$ cat src/rtl/dffram_host_pkg.sv
// Shared types and helpers for the DFFRAM tile host bridge.
// Pin byte layout is {we, word[4:0], byte[1:0]}.
package dffram_host_pkg;

  typedef enum logic [1:0] {
    S_IDLE = 2'd0,
    S_WR   = 2'd1,
    S_RD   = 2'd2,
    S_RESP = 2'd3
  } state_e;

  localparam int BYTES_PER_WORD = 4;
  localparam int WORD_AW        = 5;
  localparam int WE_BIT         = 7;

  function automatic logic [7:0] pin_byte(input logic we, input logic [WORD_AW-1:0] word,
                                          input logic [1:0] b);
    return {we, word, b};
  endfunction

  // Index of the lowest set bit; callers guarantee a non-zero mask.
  function automatic logic [1:0] lowest_byte(input logic [BYTES_PER_WORD-1:0] m);
    logic [1:0] r;
    r = 2'd0;
    for (int i = BYTES_PER_WORD - 1; i >= 0; i--)
      if (m[i]) r = 2'(i);
    return r;
  endfunction

endpackage

$ cat src/rtl/dffram_host_bridge.sv
// Host-side initiator: turns 32-bit word requests into byte-serial beats
// on the DFFRAM tile pins and assembles read bytes into a response.
module dffram_host_bridge
  import dffram_host_pkg::*;
#(
  parameter int RD_LAT = 1
) (
  input  logic        clk,
  input  logic        rst_n,
  input  logic        req_valid,
  output logic        req_ready,
  input  logic        req_we,
  input  logic [4:0]  req_addr,
  input  logic [31:0] req_wdata,
  input  logic [3:0]  req_be,
  output logic        rsp_valid,
  input  logic        rsp_ready,
  output logic [31:0] rsp_rdata,
  output logic [7:0]  pin_ui,
  output logic [7:0]  pin_uio,
  input  logic [7:0]  pin_uo,
  output logic        ram_en
);

  localparam int WAIT_W = (RD_LAT < 2) ? 1 : $clog2(RD_LAT + 1);

  state_e              state_q, state_d;
  logic [WORD_AW-1:0]  word_q, word_d;
  logic [31:0]         wdata_q, wdata_d;
  logic [3:0]          be_q, be_d;
  logic [1:0]          byte_q, byte_d;
  logic [WAIT_W-1:0]   wait_q, wait_d;
  logic [31:0]         rdata_q, rdata_d;
  logic [7:0]          ui_q, ui_d, uio_q, uio_d;
  logic                en_q;
  logic [1:0]          first_b, next_b;

  // ram_en gates acceptance so req_ready stays low until the tile is enabled
  assign req_ready = (state_q == S_IDLE) && en_q;
  assign rsp_valid = (state_q == S_RESP);
  assign rsp_rdata = rdata_q;
  assign pin_ui    = ui_q;
  assign pin_uio   = uio_q;
  assign ram_en    = en_q;

  assign first_b = lowest_byte(req_be);
  assign next_b  = lowest_byte(be_q);

  always_comb begin
    state_d = state_q;
    word_d  = word_q;
    wdata_d = wdata_q;
    be_d    = be_q;
    byte_d  = byte_q;
    wait_d  = wait_q;
    rdata_d = rdata_q;
    ui_d    = ui_q;
    uio_d   = uio_q;
    case (state_q)
      S_IDLE: begin
        if (req_valid && req_ready) begin
          word_d  = req_addr;
          wdata_d = req_wdata;
          rdata_d = '0;
          byte_d  = 2'd0;
          wait_d  = '0;
          if (req_we) begin
            if (req_be != 4'b0000) begin
              // first enabled byte goes out on the edge that accepts the request
              ui_d    = pin_byte(1'b1, req_addr, first_b);
              uio_d   = req_wdata[{first_b, 3'b000} +: 8];
              be_d    = req_be & ~(4'b0001 << first_b);
              state_d = S_WR;
            end else begin
              state_d = S_RESP;
            end
          end else begin
            ui_d    = pin_byte(1'b0, req_addr, 2'd0);
            state_d = S_RD;
          end
        end
      end
      S_WR: begin
        if (be_q != 4'b0000) begin
          ui_d  = pin_byte(1'b1, word_q, next_b);
          uio_d = wdata_q[{next_b, 3'b000} +: 8];
          be_d  = be_q & ~(4'b0001 << next_b);
        end else begin
          ui_d[WE_BIT] = 1'b0;
          uio_d        = 8'h00;
          state_d      = S_RESP;
        end
      end
      S_RD: begin
        if (wait_q == WAIT_W'(RD_LAT)) begin
          rdata_d[{byte_q, 3'b000} +: 8] = pin_uo;
          wait_d = '0;
          if (byte_q == 2'd3) begin
            state_d = S_RESP;
          end else begin
            byte_d = byte_q + 2'd1;
            ui_d   = pin_byte(1'b0, word_q, byte_q + 2'd1);
          end
        end else begin
          wait_d = wait_q + 1'b1;
        end
      end
      S_RESP: begin
        if (rsp_ready) state_d = S_IDLE;
      end
      default: state_d = S_IDLE;
    endcase
  end

  always_ff @(posedge clk or negedge rst_n) begin
    if (!rst_n) begin
      state_q <= S_IDLE;
      word_q  <= '0;
      wdata_q <= '0;
      be_q    <= '0;
      byte_q  <= '0;
      wait_q  <= '0;
      rdata_q <= '0;
      ui_q    <= '0;
      uio_q   <= '0;
      en_q    <= 1'b0;
    end else begin
      state_q <= state_d;
      word_q  <= word_d;
      wdata_q <= wdata_d;
      be_q    <= be_d;
      byte_q  <= byte_d;
      wait_q  <= wait_d;
      rdata_q <= rdata_d;
      ui_q    <= ui_d;
      uio_q   <= uio_d;
      en_q    <= 1'b1;
    end
  end

endmodule

$ cat config.mk
export PLATFORM = sky130hd
export DESIGN_NAME = dffram_host_bridge
export DESIGN_NICKNAME = d
export VERILOG_FILES = /design/src/rtl/dffram_host_pkg.sv /design/src/rtl/dffram_host_bridge.sv
export SDC_FILE = /design/constraint.sdc
export NUM_CORES = 1
export LEC_CHECK = 0
export CAP_MARGIN = 20
export CORE_MARGIN = 8
export CORE_UTILIZATION = 51
export CTS_CLUSTER_SIZE = 14
export DETAILED_ROUTE_END_ITERATION = 8
export HOLD_SLACK_MARGIN = 0.15
export PLACE_DENSITY = 0.8
export SLEW_MARGIN = 10
export SYNTH_ARGS = -nofsm -noshare
export SYNTH_HDL_FRONTEND = slang
export SYNTH_SLANG_ARGS = --single-unit
$ cat constraint.sdc
create_clock -name clk -period 2.7 [get_ports clk]
set_clock_uncertainty 0.1 [all_clocks]
set_input_delay 0.27 -clock clk [delete_from_list [all_inputs] [get_ports clk]]
set_output_delay 0.27 -clock clk [all_outputs]
set_load 0.005 [all_outputs]
* Word level (Yosys, flattened, before mapping)
Cells that the tools add are included.
** Word-level totals
- Word-level logic and storage cells :: 100
- Bits of input ports :: 54
- Register bits :: 95
- Output and inout port bits :: 51
** Operators by class
- Reductions and logical operators :: 17
- Bitwise operators :: 4
- Mux-type cells :: 45
- Eq/ne operators :: 14
- $add $sub $neg :: 3
- Shift operators :: 6
** Operators with widths (count)
- 2-to-1 mux 8 bit :: 9
- 2-to-1 mux 32 bit :: 2
- one-hot mux 32 bit (2 select lines) :: 1
- indexed part select 32 x 6 -> 8 bit :: 2
- 2-to-1 mux 2 bit :: 18
- bitwise mux 32 bit :: 1
- variable shift 8 x 7 -> 32 bit (first input constant) :: 1
- indexed part select 8 x 7 -> 32 bit :: 1
- one-hot mux 8 bit (3 select lines) :: 1
- 2-to-1 mux 4 bit :: 4
- one-hot mux 8 bit (2 select lines) :: 1
- AND reduction 5 bit :: 3
- != test 2 bit (second input constant) :: 6
- AND 4 bit :: 2
- inverter 4 bit :: 2
- one-hot mux 2 bit (4 select lines) :: 1
- one-hot mux 4 bit (2 select lines) :: 1
- AND reduction 4 bit :: 2
- nonzero test 4 bit :: 2
- left shift 1 x 2 -> 4 bit (first input constant) :: 2
- 2-to-1 mux 7 bit :: 1
- negator 5 -> 7 bit :: 1
- equality test 2 bit (second input constant) :: 3
- != test 2 x 1 -> 1 bit (second input constant) :: 3
- 14 further kinds :: 19

* Depth between registers and ports, before layout
Gate-level depths: netlist (run 1).
- Depth after elaboration :: 11
- Depth in mapped cells :: 9
- Gate-level depth less buffers :: 6

* Worst setup path after synthesis (run 1)
No wires, ideal clock.
- Kind :: register -> register
- Start :: register state_q[0]
- End :: register state_q[0]
- Setup time :: 0.125 ns
- Path slack :: 0.564 ns
- Data arrival time :: 1.911 ns
- Period minus slack after synthesis :: 2.136 ns
- Buffers on the path :: 2
- Cell stages (with the launch flop) :: 9
- Required time :: 2.475 ns
- Cells stage by stage :: dfrtp_1 inv_1 ha_1 buf_4 inv_2 a2bb2oi_2 buf_4 or3b_4 mux2_4
** On the way
- Longest elaborated chain between the ends :: 5
- Elaborated cells on any way between the ends :: 13
- Those cells by class :: eq/ne: 8; mux: 1; reduce/logical: 4
** RTL lines
- start, declared :: line dffram_host_bridge.sv:27 : state_e state_q, state_d;
- start signal, assigned :: line dffram_host_bridge.sv:128 : state_q <= state_d;
- zero test 2 bit :: line dffram_host_bridge.sv:39, dffram_host_bridge.sv:59
- logical AND 1 bit :: line dffram_host_bridge.sv:39 : assign req_ready = (state_q == S_IDLE) && en_q;
- logical AND 1 bit :: line dffram_host_bridge.sv:61 : if (req_valid && req_ready) begin
- != test 2 x 1 -> 1 bit (no line)
- AND reduction 5 bit (no line)
Parallel ways exist; a longest one is shown, timed or not.
A chain may end at the register's enable or synchronous reset.

* Final worst setup path (run 1)
- Start :: register state_q[1]
- End :: register ui_q[1] (netlist: pin_ui[1])
** On the way
- Longest elaborated chain between the ends :: 5
- Elaborated cells on any way between the ends :: 13
- Those cells by class :: eq/ne: 7; mux: 1; reduce/logical: 5
** RTL lines
- zero test 2 bit :: line dffram_host_bridge.sv:39, dffram_host_bridge.sv:59
- logical AND 1 bit :: line dffram_host_bridge.sv:39
- logical AND 1 bit :: line dffram_host_bridge.sv:61
- != test 2 x 1 -> 1 bit (no line)
- AND reduction 6 bit (no line)
- end signal, assigned :: line dffram_host_bridge.sv:135 : ui_q <= ui_d;
- end, declared :: line dffram_host_bridge.sv:34 : logic [7:0] ui_q, ui_d, uio_q, uio_d;
Parallel ways exist; a longest one is shown, timed or not.

==> metrics.csv, run 1 <==
metric,value,unit
Yosys top cell area share,0.481,
Crit Path Class,reg2reg,
cell taking the most area after synthesis,dfrtp_1,
CTS tree,yes,
Antenna diodes,0,
status,completed,
post-synth net total,557,
starting utilization of the core area,0.516,
post-synthesis sequential area ratio,0.481,
Post-synth top flop,dfrtp_1,
post-layout utilization of the core,0.665,
clock sink count,95,
flop and latch count out of synthesis,95,
switching power,2.27,mW
deepest clock path buffer count,2,
Skew-Pair Late Insertion Delay,0.36,ns
Post-synth EDFFs,0,
Pint,3.80,mW
Worst path max stage delay,0.43,ns
CP max FO,8,
max_slew headroom,0.558,
Fmax achieved,407,MHz
Cell variety after synth,51,
final setup TNS,0,ns
area of the multi-input gates,2380,um^2
total number of vias,4186,
vias in the first global route,4223,
sw frac,0.374,
first-pass GRT wire length,21600,um
Logic pwr share,0.468,
Core Area,9590,um^2
postcts setup bufs,0,
final hold slack,0.285,ns
Worst Setup End Kind,register,
Final Max Slew Viols,0,
fillcell total,767,
chip width,114,um
number of I/O port buffers,104,
layout cell share with drive strength beyond 1,0.142,
area grow syn2layout,29.0,%
drt pass-1 iters,5,
antenna violations before repair,0,
CP Launch Type,register,
fin crit share,0.910,
leakage power,2.63,nW
crit-path leading delay family,simple AND/OR/NAND/NOR gates,
fin area,6380,um^2
final HPWL from detailed placement,9570,um
FF/Latch Area,2380,um^2
DR vias/cell,5.73,
Sequential Power Share,0.365,
Ys Warns,0,
slowest CP cell,dfrtp_1,
Final #Nets,659,
synthesized area,4950,um^2
Die ar.,13100,um^2
largest cells by area after synthesis,"dfrtp_1 (48%), mux2_2 (8.4%), a21oi_1 (4.1%), o21ai_0 (3.9%), nand2_1 (3.2%)",
slew at the pin closest to its max-slew limit,0.658,ns
post-synthesis cell count,491,
Max-cap violations,0,
routability cong.,0.841,
PD cells,950,nW/um^2
Placed Area,6150,um^2
all-layer global routing usage,0.208,
largest net degree at the start of global routing,35,
"CTS clk-pin slew, worst paths",0.09,ns
RSZ-0062 raised after global routing,false,
maximum VDD drop,514,uV
CP bufs+invs,2,
Final ANT Viol Nets,0,
Final setup viols,0,
Finished Layout Cells,730,
Mean Syn Cell Area,10.1,um^2
root buf cell,clkbuf_8,
htree depth,3,
Num CTS Buffers,9,
grt total ovfl,0,
number of cell rows,36,
Die Ht,114,um
fraction of registers with async set/reset,1.00,
DRC viols,0,
share of power burned in the clock network,0.167,
initial DRC count,306,
critical-path cell list,"inv_1, ha_1, nand3_1, a2bb2oi_2, buf_4, and3_1, mux2_4",
Avg WL per Cell,18.2,um
WP data required,2.84,ns
IO Pins,105,
Post-Place Cells,714,
crit path DAT,2.60,ns
fin crit period,2.46,ns
final wirelength,13300,um
worst hold path class,in2async,
endpoints failing hold,0,
[registers in the layout, summed over array words and instances (netlist names)]
register / flops
wdata_q: 32
wait_q: 1
ram_en: 1
pin_uio: 8
state_q: 2
be_q: 4
pin_ui: 8
byte_q: 2
word_q: 5
rsp_rdata: 32
[final timing paths]
kind | startpoint | slack, ns | cells past startpoint | endpoint
worst min register to register | word_q[4] | 0.39 | 2 | word_q[4]
worst max-delay path | state_q[1] | 0.24 | 7 | pin_ui[1]
min in group clk | word_q[4] | 0.39 | 2 | word_q[4]
worst min-delay path | rst_n | 0.29 | 2 | rsp_rdata[27]
max in group asynchronous | rst_n | 1.43 | 3 | wdata_q[26]
worst max register to register | state_q[1] | 0.24 | 7 | pin_ui[1]
[per-stage QoR]
step                total power [mW]  setup slack, ns
floorplan                       4.02            0.564
global placement                4.92            0.383
detailed placement              5.01            0.243
CTS                             6.03            0.218
global route                    6.47           0.0701
finish                          6.06            0.243
[synthesized netlist by cell type, drive strengths merged, types with 2 or more instances]
cell type,instances
dfrtp,95
nand2,42
a21oi,41
o21ai,41
mux2,40
inv,20
clkbuf,19
nand3,19
nor2b,19
nand2b,18
nand3b,16
a31oi,15
ha,12
nor2,12
buf,11
nor3b,9
a22o,8
o31ai,8
a22oi,6
o22ai,5
nor4,4
and3,3
a21boi,2
a21o,2
a32o,2
and2,2
o221ai,2
o32ai,2
or2,2
[layout by cell type, fill, tap and decap left out, types with 2 or more instances in the layout]
cell	synthesis	final
o221ai_2	0	2
nand2b_1	18	18
nand3_1	19	19
o22ai_1	5	5
a22oi_1	6	6
clkbuf_8	0	9
clkdlybuf4s50_1	0	103
nor3b_1	9	9
dfrtp_1	95	95
nor4_2	2	2
nor2b_1	19	19
nand3b_1	16	16
inv_1	19	19
a21o_1	2	2
a22o_1	8	8
nor2_1	12	12
mux2_2	37	37
ha_1	12	12
and3_1	3	3
a31oi_1	14	14
or2_2	2	2
a32o_1	2	2
and2_1	2	2
mux2_4	3	3
nor4_4	2	2
o21ai_0	39	39
bufinv_16	0	2
a21oi_1	41	41
clkinvlp_4	0	2
nand2_1	42	42
o21ai_1	2	2
o31ai_1	8	8
buf_4	2	17
[worst reg2reg max path, cell delays in order, from the launching register on]
cell       delay, ns
dfrtp_1         0.43
inv_1           0.15
ha_1            0.30
nand3_1         0.22
a2bb2oi_2       0.26
buf_4           0.19
and3_1          0.35
mux2_4          0.33
[cell type report]
type	count	share of cell area
multi-input cells	346	0.373
flip-flops and latches	95	0.373
repair buffers	121	0.183
well taps	133	0.0261
clock buffers	10	0.0200
clock inverters	5	0.0131
inverters	20	0.0118
[power groups by stage]
stage	clock network [mW]	logic, mW	registers, mW
after global routing	1.09	3.12	2.26
after detailed placement	0	2.78	2.23
final	1.01	2.84	2.21
after CTS	1.02	2.80	2.20
after global placement	0	2.71	2.21
after floorplan	0	1.86	2.16
[routing by layer]
| metal | GRT usage | wire (um) |
|---|---|---|
| met5 | 0 | 0 |
| met2 | 0.348 | 6620 |
| met3 | 0.0506 | 947 |
| met1 | 0.246 | 5470 |
| met4 | 0.0958 | 250 |
[kinds of logic after synthesis]
group / after synthesis / share of synthesized area
and+or+nand+nor: 151 / 0.175
muxes: 41 / 0.0953
other: 1 / 0.000758
AOI/OAI and AO/OA: 141 / 0.177
buffers and inverters: 50 / 0.0407
adders and majority gates: 12 / 0.0303
DFF: 95 / 0.481
[what timing repair did]
action                                 CTS  global route
endpoints found under the hold margin   32             0
resized for setup                        0             3
hold buffers                             1             0
setup endpoints to repair                0            13
No activity file was read; power rests on OpenSTA's default activity.
==> inputs of run 2 (changes only) <==
CELL_PAD_IN_SITES_DETAIL_PLACEMENT = 1   (was unset)
CELL_PAD_IN_SITES_GLOBAL_PLACEMENT = 2   (was unset)
CORE_UTILIZATION = 32   (was 51)
PLACE_DENSITY = unset   (was 0.8)
PLACE_DENSITY_LB_ADDON = 0.1   (was unset)
clock period = 2.8 ns   (was 2.7 ns; I/O delays follow)
==> run 2 against run 1 <==
Sequential share of layout area shrank 0.97 points. Fmax fell by 3.8%. Largest cell class is now flip-flops and latches. Via count fell by 0.26%. Wire length grew 18%. Cell count increased by 7.8%. Critical path depth decreased by 1. Setup slack better by 0.0039 ns. Clock power up 26%. Utilization is 23 points lower.
==> metrics.csv, run 2 (same netlist as run 1, synthesis figures left out) <==
metric,value,unit,change
routability cong.,0.754,,-10%
Place WS,0.281,ns,+0.0381 ns
CP Launch Type,register,,
status,completed,,
DR WL met2,7900,um,+19%
number of cell rows,45,,+25%
worst hold path class,reg2reg,,
vias in the first global route,4619,,+9.4%
maximum VDD drop,368,uV,-28%
Critical R2R Capture,rsp_rdata[22],,
post-layout utilization of the core,0.432,,-0.233
r2r worst-path depth,6,,-1
Avg WL per Cell,20.0,um,+9.8%
Post-CTS Resized,0,,unchanged
R2R Path Start,state_q[0],,
final worst slack,0.247,ns,+0.00394 ns
slew at the pin closest to its max-slew limit,0.659,ns,+0.00131 ns
PD cells,951,nW/um^2,+0.11%
leakage power,2.68,nW,+2.1%
deepest clock path buffer count,2,,unchanged
clock sink count,95,,unchanged
Antenna diodes,0,,unchanged
final HPWL from detailed placement,11500,um,+21%
endpoints failing hold,0,,unchanged
largest net degree at the start of global routing,50,,+43%
RSZ-0062 raised after global routing,false,,
WP data required,2.92,ns,+0.08 ns
fin crit share,0.912,,+0.00181
Fmax achieved,392,MHz,-3.8%
final hold slack,0.380,ns,+0.0951 ns
antenna violations before repair,0,,unchanged
Final setup viols,0,,unchanged
DR vias/cell,5.30,,-7.5%
root buf cell,clkbuf_16,,
Top Layer Used,met4,,
flop2flop setup slack,0.25,ns,about the same
drt pass-1 iters,4,,-1
fin crit period,2.55,ns,+0.0961 ns
Worst path max stage delay,0.43,ns,about the same
crit path DAT,2.68,ns,+0.08 ns
Final #Nets,661,,+0.30%
Die ar.,19700,um^2,+50%
first-pass GRT wire length,25300,um,+17%
instance count on the critical path,6,,-1
slowest CP cell,dfrtp_1,,
CP bufs+invs,1,,-1
"commonest non-fill, non-tap cells in the layout","clkdlybuf4s50_1 (103), dfrtp_1 (95), nand2_1 (42)",,
area grow syn2layout,32.4,%,
Core Area,15100,um^2,+58%
CP max FO,9,,+1
number of I/O port buffers,104,,unchanged
layout cell share with drive strength beyond 1,0.142,,-0.000475
Worst Setup End Kind,register,,
starting utilization of the core area,0.327,,-0.189
Num CTS Buffers,9,,unchanged
final setup TNS,0,ns,unchanged
"most common cell after layout, fill and taps aside",clkdlybuf4s50_1,,
critical-path cell list,"inv_1, ha_1, mux2_2, a21boi_0, o21ai_1, a22o_1",,
all-layer global routing usage,0.163,,-0.0449
Die Ht,140,um,+23%
crit path capture,rsp_rdata[22],,
max_slew headroom,0.560,,+0.00278
DRC viols,0,,unchanged
fin area,6550,um^2,+2.7%
total number of vias,4175,,-0.26%
Placed Area,6230,um^2,+1.4%
crit path launch,state_q[0],,
Final ANT Viol Nets,0,,unchanged
WL met3,723,um,-24%
htree depth,3,,unchanged
CTS tree,yes,,
Crit Path Class,reg2reg,,
final wirelength,15700,um,+18%
Max-cap violations,0,,unchanged
chip width,140,um,+23%
Final Max Slew Viols,0,,unchanged
crit-path leading delay family,compound AO/OA/AOI/OAI gates,,
IO Pins,105,,unchanged
"CTS clk-pin slew, worst paths",0.07,ns,-0.02 ns
initial DRC count,103,,-66%
WL met1,6760,um,+24%
Skew-Pair Late Insertion Delay,0.34,ns,-0.02 ns
grt total ovfl,0,,unchanged
==> run 2: cell types whose count changed in the layout (fill, tap and decap cells not counted) <==
| cell | previous run | this run |
|---|---|---|
| a21boi_0 | 1 | 2 |
| a21boi_1 | 1 | 0 |
| buf_12 | 0 | 1 |
| buf_4 | 17 | 18 |
| bufinv_16 | 2 | 1 |
| clkbuf_16 | 0 | 9 |
| clkbuf_8 | 9 | 1 |
| clkinvlp_4 | 2 | 1 |
| inv_6 | 0 | 1 |
| o221ai_1 | 0 | 2 |
| o221ai_2 | 2 | 0 |
==> run 2: worst min path at each step <==
stage                         end  depth (start not counted)          from
finish               rsp_rdata[5]                          2  rsp_rdata[5]
global route           wdata_q[0]                          1    wdata_q[0]
CTS                  rsp_rdata[5]                          2  rsp_rdata[5]
detailed placement  rsp_rdata[30]                          1         rst_n
global placement    rsp_rdata[30]                          1         rst_n
floorplan                 be_q[0]                          0         rst_n
==> run 2: what timing repair did <==
item                      in CTS  in global routing
hold endpoints to repair      48                  0
setup buffers                  0                  0
hold buffers                   1                  0
==> run 2: cell type report <==
class,count,area (um^2)
fillers,1715,8600
well taps,188,235
clock inverters,4,55.1
multi-input cells,346,2370
inverters,20,75.1
clock buffers,11,243
flip-flops and latches,95,2380
repair buffers,123,1200
==> run 2: report_power, final <==
part           switching, mW  internal [mW]  total, mW
registers              0.287           1.84       2.12
logic                   1.50           1.35       2.84
clock network          0.549          0.718       1.27
total                   2.33           3.90       6.23
==> run 2: worst min-delay path, cell delays in order, from the launching register on <==
cell     delay, ns
dfrtp_1       0.34
nand2_1       0.05
o21ai_0       0.06
==> run 2: through the flow <==
step                      cells  total power [mW]
after floorplan             491              3.88
after CTS                   786              6.31
after global placement      770              4.93
after global routing        787              6.66
final                       787              6.23
after detailed placement    770              5.01
==> run 2: routing by layer <==
metal  global-route usage  vias up
met2                0.285       94
met1                0.188     2090
met3               0.0374       28
met4               0.0646        0
li1                     -     1963
met5                    0        -
==> inputs of run 3 (changes only) <==
ABC_AREA = 1   (was unset)
ABC_CLOCK_PERIOD_IN_PS = 2800   (was unset)
CORE_UTILIZATION = 29   (was 32)
CTS_CLUSTER_DIAMETER = 50   (was unset)
==> run 3 against run 2 <==
Clock power about the same. Wire length increased by 6.3%. Critical path type unchanged. Count of clock-buffer cells in the layout shrank 2.
==> metrics.csv, run 3 <==
metric,value,unit,change
Place WS,0.543,ns,+0.261 ns
Num CTS Buffers,9,,unchanged
Avg WL per Cell,17.2,um,-14%
Critical R2R Capture,pin_ui[4],,
slowest CP cell,dfrtp_1,,
endpoints failing hold,0,,unchanged
postcts setup bufs,0,,unchanged
flop2flop setup slack,0.56,ns,+0.32 ns
Final ANT Viol Nets,0,,unchanged
Yosys top cell area share,0.483,,+0.00207
Post-synth EDFFs,0,,unchanged
slew at the pin closest to its max-slew limit,0.652,ns,-0.00715 ns
most numerous cell in the Yosys netlist,nand2_1,,
first-pass GRT wire length,27800,um,+10%
leakage power,3.15,nW,+17%
starting utilization of the core area,0.297,,-0.0296
share of power burned in the clock network,0.197,,-0.006
Post-synth top flop,dfrtp_1,,
Die ar.,21400,um^2,+8.7%
fin crit period,2.24,ns,-0.317 ns
Cell variety after synth,32,,-37%
R2R Path Start,state_q[0],,
Max-cap violations,0,,unchanged
drt pass-1 iters,4,,unchanged
Crit Path Class,reg2reg,,
PD cells,962,nW/um^2,+1.1%
htree depth,3,,unchanged
crit path DAT,2.38,ns,-0.30 ns
CP max FO,9,,unchanged
Sequential Power Share,0.349,,+0.008
final HPWL from detailed placement,12400,um,+7.4%
total number of vias,4596,,+10%
post-synthesis sequential area ratio,0.483,,+0.00207
largest cells by area after synthesis,"dfrtp_1 (48%), nand2_1 (18%), nand3_1 (7.6%), o21ai_0 (6.1%), inv_1 (5.0%)",,
CTS tree,yes,,
Fmax achieved,447,MHz,+14%
Final Total Pwr,6.27,mW,+0.68%
fillcell total,2030,,+18%
Antenna diodes,0,,unchanged
clock sink count,95,,unchanged
FF/Latch Area,2380,um^2,unchanged
worst hold path class,in2async,,
fin crit share,0.799,,-0.113
WP data required,2.94,ns,+0.02 ns
area grow syn2layout,32.5,%,about the same
top post-synthesis cells by count,"nand2_1 (234), dfrtp_1 (95), nand3_1 (75), inv_1 (66), o21ai_0 (60)",,
Die Ht,146,um,+4.3%
post-synth net total,711,,+28%
crit path launch,state_q[0],,
Mean Syn Cell Area,7.64,um^2,-24%
CP Launch Type,register,,
Worst path max stage delay,0.43,ns,about the same
switching power,2.73,mW,+17%
sw frac,0.436,,+0.0615
"CTS clk-pin slew, worst paths",0.08,ns,about the same
number of cell rows,47,,+4.4%
Skew-Pair Late Insertion Delay,0.35,ns,about the same
Core Area,16600,um^2,+9.5%
Ys Warns,0,,unchanged
largest net degree at the start of global routing,65,,+30%
grt total ovfl,0,,unchanged
Logic pwr share,0.454,,-0.002
post-layout utilization of the core,0.393,,-0.0390
CTS Hold Bufs,1,,unchanged
post-synthesis cell count,645,,+31%
routability cong.,0.777,,+3.0%
maximum VDD drop,349,uV,-5.4%
cell taking the most area after synthesis,dfrtp_1,,
Pint,3.54,mW,-9.2%
chip width,146,um,+4.3%
vias in the first global route,5178,,+12%
fraction of registers with async set/reset,1.00,,unchanged
final setup TNS,0,ns,unchanged
initial DRC count,269,,+160%
Final #Nets,816,,+23%
number of I/O port buffers,104,,unchanged
deepest clock path buffer count,2,,unchanged
final worst slack,0.564,ns,+0.317 ns
synthesized area,4930,um^2,-0.43%
"commonest non-fill, non-tap cells in the layout","nand2_1 (234), clkdlybuf4s50_1 (103), dfrtp_1 (95)",,
IO Pins,105,,unchanged
r2r worst-path depth,12,,+6
critical-path cell list,"inv_1, ha_1, inv_4, or2_1, nand2_2, nor2_2, nand2_1, nor2_2, nand2_2, inv_2, nand2_1, nand2_1",,
flop and latch count out of synthesis,95,,unchanged
Post-CTS Resized,0,,unchanged
all-layer global routing usage,0.160,,-0.00272
Worst Setup End Kind,register,,
final wirelength,16700,um,+6.3%
layout cell share with drive strength beyond 1,0.0649,,-0.0770
Final Max Slew Viols,0,,unchanged
max_slew headroom,0.565,,+0.00470
most frequent CP cell,nand2_1,,
status,completed,,
DRC viols,0,,unchanged
DR vias/cell,4.71,,-11%
RSZ-0062 raised after global routing,false,,
"most common cell after layout, fill and taps aside",nand2_1,,
root buf cell,clkbuf_16,,
Final setup viols,0,,unchanged
area of the multi-input gates,2160,um^2,-8.7%
antenna violations before repair,0,,unchanged
## run 3: cell type report
type / instances / area share
clock buffer: 9 / 0.0345
sequential: 95 / 0.364
tap: 220 / 0.0422
inverter: 73 / 0.0424
timing repair buffer: 116 / 0.175
clock inverter: 7 / 0.00997
multi-input combinational: 455 / 0.331
## run 3: cell families (layout without fill, tap and decap cells)
logic type      after synthesis  after routing  share of synthesized area
flops                        95             95                      0.483
compound gates               95             95                      0.110
buf+inv                      95            205                     0.0785
simple gates                347            347                      0.297
fa+ha+maj                    12             12                     0.0305
other cells                   1              1                   0.000761
## run 3: worst max-delay path by stage
stage            endpoint  depth (start not counted)
6_report        pin_ui[4]                         12
5_1_grt        state_q[1]                          7
4_1_cts        state_q[1]                          7
3_5_place_dp    pin_ui[4]                         12
3_3_place_gp    pin_ui[3]                         12
2_1_floorplan   pin_ui[2]                         13
## run 3: stage by stage
stage	area, um^2	cells	hold WS [ns]
floorplan	4930	645	-0.116
global placement	6220	958	0.172
detailed placement	6220	958	0.175
CTS	6530	975	0.345
global route	6530	975	0.373
finish	6530	975	0.325
## run 3: routing by layer
metal | GRT usage | vias to the layer above | part of all wire
met5 | 0 | - | 0
met4 | 0.0464 | 0 | 0.0083
met3 | 0.0331 | 10 | 0.046
met2 | 0.257 | 91 | 0.44
met1 | 0.213 | 2215 | 0.50
li1 | - | 2280 | -
## run 3: worst max-delay path, delay by kind of cell (launching register included)
family / cells / cell delay, ns
adders and majority gates: 1 / 0.39
buffers and inverters: 3 / 0.34
DFF: 1 / 0.43
and+or+nand+nor: 8 / 0.88
## run 3: power by group through the flow
stage / Clock [mW] / Sequential [mW] / Combinational (mW)
after floorplan: 0 / 2.11 / 1.85
after global placement: 0 / 2.19 / 2.83
after detailed placement: 0 / 2.21 / 2.90
after CTS: 1.26 / 2.19 / 2.91
after global routing: 1.32 / 2.25 / 3.27
final: 1.24 / 2.19 / 2.85
